File: config.mk
export PLATFORM = sky130hd
export DESIGN_NAME = booth_radix8_seq_multiplier
export DESIGN_NICKNAME = d
export VERILOG_FILES = /design/src/rtl/booth_radix8_seq_multiplier.sv
export SDC_FILE = /design/constraint.sdc
export NUM_CORES = 1
export LEC_CHECK = 0
export BUFFER_PORTS_ARGS = -buffer_cell sky130_fd_sc_hd__buf_2
export CAP_MARGIN = 15
export CORE_MARGIN = 5
export CORE_UTILIZATION = 50
export CTS_BUF_LIST = sky130_fd_sc_hd__clkbuf_2
export DETAILED_ROUTE_END_ITERATION = 10
export GPL_TIMING_DRIVEN = 0
export PLACE_DENSITY = 0.65
export SLEW_MARGIN = 5
export SYNTH_ARGS = -nofsm -noshare
export SYNTH_HDL_FRONTEND = slang
export SYNTH_SLANG_ARGS = --single-unit
File: constraint.sdc
create_clock -name clk -period 5.7 [get_ports clk]
set_input_delay 0.57 -clock clk [delete_from_list [all_inputs] [get_ports clk]]
set_output_delay 0.57 -clock clk [all_outputs]
set_load 0.03 [all_outputs]
File: src/rtl/booth_radix8_seq_multiplier.sv
// Iterative signed WIDTHxWIDTH radix-8 Booth multiplier, one digit/cycle.
// Ports: clk, rst_n (async low); in_valid/in_ready/in_a/in_b request;
//   out_valid/out_ready/out_p (2*WIDTH) result; busy in CALC or DONE.
// Build macro BOOTH_EARLY_TERM_EN: stop CALC once remaining digits are zero.
module booth_radix8_seq_multiplier #(
  parameter int WIDTH = 32
) (
  input  logic               clk,
  input  logic               rst_n,
  input  logic               in_valid,
  output logic               in_ready,
  input  logic [WIDTH-1:0]   in_a,
  input  logic [WIDTH-1:0]   in_b,
  output logic               out_valid,
  input  logic               out_ready,
  output logic [2*WIDTH-1:0] out_p,
  output logic               busy
);

  localparam int NDIG = (WIDTH + 3) / 3;
  localparam int PW   = 2 * WIDTH;
  localparam int BW   = 3 * NDIG + 1;
  localparam int KW   = $clog2(NDIG + 1);
  localparam logic [KW-1:0] KLAST = KW'(NDIG - 1);

  typedef enum logic [1:0] {
    S_IDLE,
    S_CALC,
    S_DONE
  } state_e;

  state_e          state_q, state_d;
  logic [PW-1:0]   acc_q, acc_d;
  logic [PW-1:0]   a_q, a_d;
  logic [PW-1:0]   a3_q, a3_d;
  logic [BW-1:0]   b_q, b_d;
  logic [KW-1:0]   k_q, k_d;
  logic            in_ready_q, in_ready_d;
  logic            out_valid_q, out_valid_d;
  logic            busy_q, busy_d;

  logic [PW-1:0]   a_ext;
  logic [BW-1:0]   b_ext;
  logic [BW-1:0]   b_sh;
  logic [3:0]      grp;
  logic [PW-1:0]   mag;
  logic [PW-1:0]   mult;
  logic            neg;

  assign a_ext = {{WIDTH{in_a[WIDTH-1]}}, in_a};
  // b[-1] = 0 sits at bit 0, so digit k is always b_q[3:0]
  // once b_q has been shifted right 3 bits per digit.
  assign b_ext = {{(BW-WIDTH-1){in_b[WIDTH-1]}}, in_b, 1'b0};
  assign b_sh  = $signed(b_q) >>> 3;
  assign grp   = b_q[3:0];

  // a_q / a3_q are pre-shifted by 3k, so no barrel shifter.
  always_comb begin
    neg = grp[3];
    mag = '0;
    case (grp)
      4'b0000, 4'b1111: mag = '0;
      4'b0001, 4'b0010,
      4'b1101, 4'b1110: mag = a_q;
      4'b0011, 4'b0100,
      4'b1011, 4'b1100: mag = a_q << 1;
      4'b0101, 4'b0110,
      4'b1001, 4'b1010: mag = a3_q;
      4'b0111, 4'b1000: mag = a_q << 2;
      default:          mag = '0;
    endcase
    mult = neg ? (~mag + PW'(1)) : mag;
  end

`ifdef BOOTH_EARLY_TERM_EN
  logic rest_zero;
  // Remaining multiplier bits all equal the sign: every
  // later group is 0000 or 1111, i.e. digit 0.
  assign rest_zero = (b_sh == '0) || (&b_sh);
`endif

  always_comb begin
    state_d = state_q;
    acc_d   = acc_q;
    a_d     = a_q;
    a3_d    = a3_q;
    b_d     = b_q;
    k_d     = k_q;
    case (state_q)
      S_IDLE: begin
        if (in_valid && in_ready_q) begin
          a_d     = a_ext;
          a3_d    = a_ext + (a_ext << 1);
          b_d     = b_ext;
          acc_d   = '0;
          k_d     = '0;
          state_d = S_CALC;
        end
      end
      S_CALC: begin
        acc_d = acc_q + mult;
        a_d   = a_q << 3;
        a3_d  = a3_q << 3;
        b_d   = b_sh;
        k_d   = k_q + KW'(1);
        if (k_q == KLAST) begin
          state_d = S_DONE;
        end
`ifdef BOOTH_EARLY_TERM_EN
        else if (rest_zero) begin
          state_d = S_DONE;
        end
`endif
      end
      S_DONE: begin
        if (out_ready) begin
          state_d = S_IDLE;
        end
      end
      default: state_d = S_IDLE;
    endcase
    in_ready_d  = (state_d == S_IDLE);
    out_valid_d = (state_d == S_DONE);
    busy_d      = (state_d != S_IDLE);
  end

  always_ff @(posedge clk or negedge rst_n) begin
    if (!rst_n) begin
      state_q     <= S_IDLE;
      acc_q       <= '0;
      a_q         <= '0;
      a3_q        <= '0;
      b_q         <= '0;
      k_q         <= '0;
      in_ready_q  <= 1'b1;
      out_valid_q <= 1'b0;
      busy_q      <= 1'b0;
    end else begin
      state_q     <= state_d;
      acc_q       <= acc_d;
      a_q         <= a_d;
      a3_q        <= a3_d;
      b_q         <= b_d;
      k_q         <= k_d;
      in_ready_q  <= in_ready_d;
      out_valid_q <= out_valid_d;
      busy_q      <= busy_d;
    end
  end

  assign in_ready  = in_ready_q;
  assign out_valid = out_valid_q;
  assign busy      = busy_q;
  assign out_p     = acc_q;

endmodule

==> results of run 1 <==
[layout by cell type, fill, tap and decap left out, drive strengths merged, types with 17 or more instances in the layout]
master,synthesis,layout
a31oi,20,20
a22oi,42,42
nand4,58,58
inv,31,32
o31ai,20,20
o22ai,57,57
ha,112,112
buf,37,208
nor2,164,164
a21o,60,60
nor3,19,19
nor4,17,17
nand2b,18,18
nand2,171,171
a221o,64,64
clkbuf,101,190
dfrtp,233,233
clkinv,0,20
xor2,46,46
xnor2,96,96
dlygate4sd3,0,64
nand3,137,137
o21ai,261,261
a21oi,107,107
[sequential cells by signal (all words and copies together) (netlist names)]
signal     flops
a3_q          63
a_q           64
b_q           34
busy           1
in_ready       1
k_q            4
out_p         64
out_valid      1
state_q        2
[Yosys cell counts, types with 5 or more instances]
| library cell | n |
|---|---|
| xor2_1 | 45 |
| inv_1 | 31 |
| o31ai_1 | 20 |
| nand2_1 | 170 |
| and3_1 | 9 |
| a22o_1 | 6 |
| a21oi_1 | 107 |
| nand2b_1 | 18 |
| a221o_1 | 64 |
| o21ai_1 | 7 |
| o21bai_1 | 10 |
| clkbuf_1 | 101 |
| o21ai_0 | 254 |
| nand3_1 | 136 |
| o41ai_1 | 8 |
| nand4_1 | 55 |
| buf_1 | 9 |
| o22ai_1 | 57 |
| nor3_1 | 19 |
| a221oi_1 | 6 |
| a21boi_0 | 7 |
| a211oi_1 | 8 |
| or3_1 | 5 |
| buf_6 | 13 |
| a22oi_1 | 42 |
| nor2b_1 | 11 |
| xnor2_1 | 95 |
| and2_1 | 7 |
| a31oi_1 | 20 |
| dfrtp_1 | 233 |
| a211o_1 | 6 |
| nor2_1 | 164 |
| or2_2 | 10 |
| nor4_1 | 10 |
| o211ai_1 | 10 |
| o21a_1 | 9 |
| ha_1 | 112 |
| buf_2 | 12 |
| a21o_1 | 60 |
[final timing paths]
path	from	endpoint	slack, ns	cells past startpoint
worst max-delay path	b_q[1]	out_p[61]	0.18	25
min in group clk	in_b[2]	b_q[3]	0.15	3
worst min-delay path	rst_n	out_p[46]	0.1	2
worst min register to register	b_q[33]	b_q[33]	0.49	2
worst max register to register	b_q[1]	out_p[61]	0.18	25
max in group asynchronous	rst_n	b_q[4]	4.26	4
[stage by stage]
stage | std cells | TNS, ns | setup WS [ns] | area, µm²
after global routing | 2847 | -0.174 | -0.0413 | 20400
after floorplan | 2043 | 0 | 0.708 | 17300
after CTS | 2824 | -0.0247 | -0.0247 | 20000
final | 2847 | 0 | 0.183 | 20400
after global placement | 2632 | -38.61 | -0.427 | 18500
after detailed placement | 2634 | -3.84 | -0.481 | 18600
[per-layer routing]
layer	part of all wire (%)	track usage, %	wire, µm	up-vias
li1	-	-	-	8283
met3	8.3	5.07	4910	100
met5	0	0	0	-
met2	44	46.0	26200	817
met4	2.4	8.84	1460	0
met1	45	43.4	26900	8521
[logic make-up after synthesis]
group                    count (synthesis)  share of synthesized area (%)
adder cells (fa/ha/maj)                114                           8.33
multiplexers                             6                          0.361
flip-flops                             234                           33.8
AND/OR/NAND/NOR                        645                           18.3
AO/OA/AOI/OAI                          733                           27.5
XOR/XNOR                               142                           7.27
buffers and inverters                  169                           4.38
[repair_timing]
action | CTS | global route
pin swaps | 12 | 33
buffers inserted | 8 | 26
gates resized for setup | 14 | 77
endpoints found under the setup margin | 19 | 28
hold endpoints to repair | 187 | 0
hold buffers | 64 | 0
[cell type report]
class,instances,area [µm²],share of cell area (%)
Timing Repair Buffer,234,1630,7.99
Tap cell,455,569,2.79
Sequential cell,234,5860,28.7
Multi-Input combinational cell,1640,11000,53.9
Buffer,134,646,3.16
Antenna cell,1,2.50,0.0122
Clock inverter,24,120,0.588
Clock buffer,94,470,2.30
Inverter,31,116,0.570
==> results.sh, run 1 <==
export IMPL_worst_skew_pair_later_pin_latency_ns=0.96
export IMPL_cts_tree="built"
export IMPL_dp_final_hpwl_mm=43.9
export IMPL_std_cell_rows=68
export IMPL_cts_htree_levels=3
export IMPL_syn_area_per_cell_um2=8.47
export IMPL_synthArstFlopShare_pct=100
export IMPL_drt_vias_per_instance=6.22
export IMPL_final_min_period_over_clock_period_pct=96.8
export IMPL_min_delay_path_class="in -> async"
export IMPL_crit_path_frequent_cell="a21o_1"
export IMPL_layout_fillers=3090
export IMPL_finalWorstPathRequiredPeriod_ns=5.52
export IMPL_cp_start_kind="flip-flop"
export IMPL_final_antenna_net_count=0
export IMPL_skew_ns=0.0792
export IMPL_number_of_global_route_vias_before_repair=16751
export IMPL_slew_viol_final=0
export IMPL_cp_num_buf_inv=5
export IMPL_nets=2525
export IMPL_final_hold_worst_slack_ns=0.0990
export IMPL_clk_root_buffer_cell="clkbuf_2"
export IMPL_detail_route_wirelength_mm=59.5
export IMPL_routed_via_count=17721
export IMPL_clock_fmax_mhz=181
export IMPL_mappedNetlistNets=2225
export IMPL_worst_path_max_delay_cell="dfrtp_1"
export IMPL_setup_viol_count_final=0
export IMPL_cts_inserted_buffers=68
export IMPL_remaining_drc_errors=0
export IMPL_status="finished, final reports clean"
export IMPL_finalHoldViolations=0
export IMPL_grt_total_usage_pct=29.9
export IMPL_cts_sinks=234
export IMPL_initial_util_pct=50.4
export IMPL_seq_area_frac_synth_pct=33.8
export IMPL_synth_top_area_cell="dfrtp_1"
export IMPL_antenna_found_initial=1
export IMPL_setup_cp_type="reg -> reg"
export IMPL_detail_route_iter0_violations=1653
export IMPL_setup_worst_path_end_class="flip-flop"
export IMPL_wl_per_cell_um=20.9
export IMPL_yosys_register_bits=234
export IMPL_io_buffer_count=134
export IMPL_synth_edf_count=0
export IMPL_area_growth_pct=18.0
export IMPL_timing_critical_path_slowest_cell_delay_ns=0.39
export IMPL_clk_transition_reported_paths_ns=0.11
export IMPL_final_core_util_pct=59.4
export IMPL_io_pins=135
export IMPL_synth_largest_type_area_fraction_pct=33.7
export IMPL_cp_max_fo=10
export IMPL_grt_pass1_wl_mm=93.0
export IMPL_tightest_slew_ns=1.03
export IMPL_synth_distinct_cells=81
export IMPL_largest_net_degree_at_the_start_of_global_routing=114
export IMPL_cp_top_family="simple AND/OR/NAND/NOR gates"
export IMPL_drt_pass1_iter_count=6
export IMPL_chipHeight_um=196
export IMPL_postSynthCellCount=2043
export IMPL_die_area_um2=38400
export IMPL_yosysWarningCount=0
export IMPL_routabilityCongestion=0.946
export IMPL_overflow=0
export IMPL_die_span_in_x_um=196
export IMPL_relative_slew_slack_pct=31.6
export IMPL_clockBufferDepth=3
export IMPL_synth_main_ff_cell="dfrtp_1"
export IMPL_mapped_area_um2=17300
export IMPL_cap_viol_max_count=0
export IMPL_coreArea_um2=34400
export IMPL_cp_data_arrival_time_ns=6.34
export IMPL_synth_area_top_cells="dfrtp_1 (34%), ha_1 (8.1%), o21ai_0 (7.3%)"
export IMPL_layout_drive_gt1_share_pct=16.4
export IMPL_crit_required_ns=6.52
Power of run 1 is not shown: default switching activity piles up to over one toggle a cycle in this logic, so the estimate is an artifact.
==> run 2: changes to the inputs <==
--- a/config.mk
+++ b/config.mk
@@ -9,7 +9,7 @@
 export CAP_MARGIN = 15
 export CORE_MARGIN = 5
 export CORE_UTILIZATION = 50
-export CTS_BUF_LIST = sky130_fd_sc_hd__clkbuf_2
+export CTS_BUF_LIST = sky130_fd_sc_hd__clkbuf_16
 export DETAILED_ROUTE_END_ITERATION = 10
 export GPL_TIMING_DRIVEN = 0
 export PLACE_DENSITY = 0.65
==> results.sh, run 2 (same netlist as run 1, synthesis figures left out) <==
export IMPL_routabilityCongestion=0.946
export IMPL_tightest_slew_ns=0.982
export IMPL_worst_skew_pair_later_pin_latency_ns=0.57
export IMPL_initial_util_pct=50.4
export IMPL_crit_chain="buf_6 > and4b_4 > or2_1 > clkbuf_2 > a22oi_1 > nand2_1 > nand4b_1 > or3_4 > nor2_4 > inv_1 > o21ai_1 > xnor2_1 > ha_1 > a21oi_2 > o21ai_0 > a21oi_1 > a31oi_2 > nor2_1 > a21o_1 > a211o_1 > nand2_1 > a311o_1 > a32o_1"
export IMPL_die_area_um2=38400
export IMPL_detail_route_wirelength_mm=58.3
export IMPL_wl_per_cell_um=21.4
export IMPL_std_cell_rows=68
export IMPL_setup_worst_path_end_class="flip-flop"
export IMPL_io_buffer_count=134
export IMPL_clk_root_buffer_cell="clkbuf_16"
export IMPL_cts_inserted_buffers=28
export IMPL_finalWorstPathRequiredPeriod_ns=5.61
export IMPL_dp_final_hpwl_mm=43.9
export IMPL_layout_cells_most_common="o21ai_0"
export IMPL_numPlacedInstances=2634
export IMPL_final_min_period_over_clock_period_pct=98.5
export IMPL_clockBufferDepth=3
export IMPL_cp_data_arrival_time_ns=6.07
export IMPL_remaining_drc_errors=0
export IMPL_instance_area_at_placement_um2=18600
export IMPL_cts_tree="built"
export IMPL_io_pins=135
export IMPL_largest_net_degree_at_the_start_of_global_routing=114
export IMPL_cts_sinks=234
export IMPL_routed_via_count=17083
export IMPL_grt_total_usage_pct=29.0
export IMPL_coreArea_um2=34400
export IMPL_timing_critical_path_slowest_cell_delay_ns=0.55
export IMPL_grt_pass1_wl_mm=90.5
export IMPL_min_delay_path_class="in -> reg"
export IMPL_die_span_in_x_um=196
export IMPL_cts_htree_levels=1
export IMPL_cp_max_fo=10
export IMPL_count_of_placed_standard_cells_in_the_final_layout_fillers_left_out=2716
export IMPL_finalInstanceArea_um2=20200
export IMPL_nets=2421
export IMPL_crit_required_ns=6.16
export IMPL_most_common_layout_cells="o21ai_0 (241), dfrtp_1 (233), nand2_1 (167)"
export IMPL_cap_viol_max_count=0
export IMPL_r2r_start="b_q[2]"
export IMPL_slew_viol_final=0
export IMPL_drt_vias_per_instance=6.29
export IMPL_final_antenna_net_count=0
export IMPL_relative_slew_slack_pct=34.5
export IMPL_area_growth_pct=16.8
export IMPL_final_hold_worst_slack_ns=0.231
export IMPL_antenna_found_initial=0
export IMPL_status="finished, final reports clean"
export IMPL_setup_viol_count_final=0
export IMPL_detail_route_iter0_violations=1610
export IMPL_critical_path_startpoint="b_q[2]"
export IMPL_setup_cp_type="reg -> reg"
export IMPL_insertedDiodeCount=0
export IMPL_worst_path_max_delay_cell="or3_4"
export IMPL_overflow=0
export IMPL_clock_fmax_mhz=178
export IMPL_skew_ns=0.0102
export IMPL_cp_start_kind="flip-flop"
export IMPL_finalHoldViolations=0
export IMPL_number_of_global_route_vias_before_repair=16068
export IMPL_drt_pass1_iter_count=7
export IMPL_crit_path_frequent_cell="nand2_1"
export IMPL_clk_transition_reported_paths_ns=0.06
export IMPL_holdCritStartpoint="in_b[31]"
export IMPL_layout_drive_gt1_share_pct=15.2
export IMPL_chipHeight_um=196
==> run 2: metal layers <==
metal | GRT usage (%) | up-vias | part of all wire, %
li1 | - | 8057 | -
met1 | 42.9 | 8228 | 46
met2 | 44.4 | 703 | 44
met3 | 5.10 | 95 | 7.8
met4 | 6.98 | 0 | 2.9
met5 | 0 | - | 0
==> run 2: path summary, 6_finish.rpt <==
kind / endpoint / slack [ns] / cells after the start
worst max-delay path: out_p[58] / 0.09 / 23
worst min register to register: b_q[33] / 0.48 / 2
worst max register to register: out_p[58] / 0.09 / 23
max in group asynchronous: a3_q[32] / 3.93 / 4
worst min-delay path: b_q[33] / 0.23 / 3
min in group asynchronous: out_p[10] / 0.47 / 2
==> run 2: final cells by class <==
type	instances	area [µm²]
plain buffers	133	643
clock buffers	28	701
clock inverters	24	193
fillers	3093	14200
inverters	31	116
multi-input cells	1640	11100
flip-flops and latches	234	5860
well taps	455	569
repair buffers	171	1000
==> run 2: metrics by stage <==
stage	TNS [ns]	utilization (%)	setup WS, ns
after floorplan	0	-	0.708
after global placement	-38.61	54.0	-0.427
after detailed placement	-3.84	54.2	-0.481
after CTS	0	57.1	0.00162
after global routing	-0.396	58.8	-0.0935
final	0	58.8	0.0862
==> run 2: worst max-delay path: cells and delay by family (launching register included) <==
kind | cells | cell delay [ns]
xor gates and xnor gates | 1 | 0.18
adders and majority gates | 1 | 0.30
buffers and inverters | 3 | 0.50
AOI/OAI and AO/OA | 10 | 2.08
and+or+nand+nor | 8 | 2.07
DFF | 1 | 0.37
==> run 2: repair_timing <==
item | in CTS | in global routing
endpoints found under the setup margin | 19 | 26
setup buffers | 8 | 26
endpoints found under the hold margin | 40 | 0
gates resized for setup | 13 | 100
pin swaps | 8 | 37
hold buffers | 1 | 0
Power of run 2 is left out for the same reason.
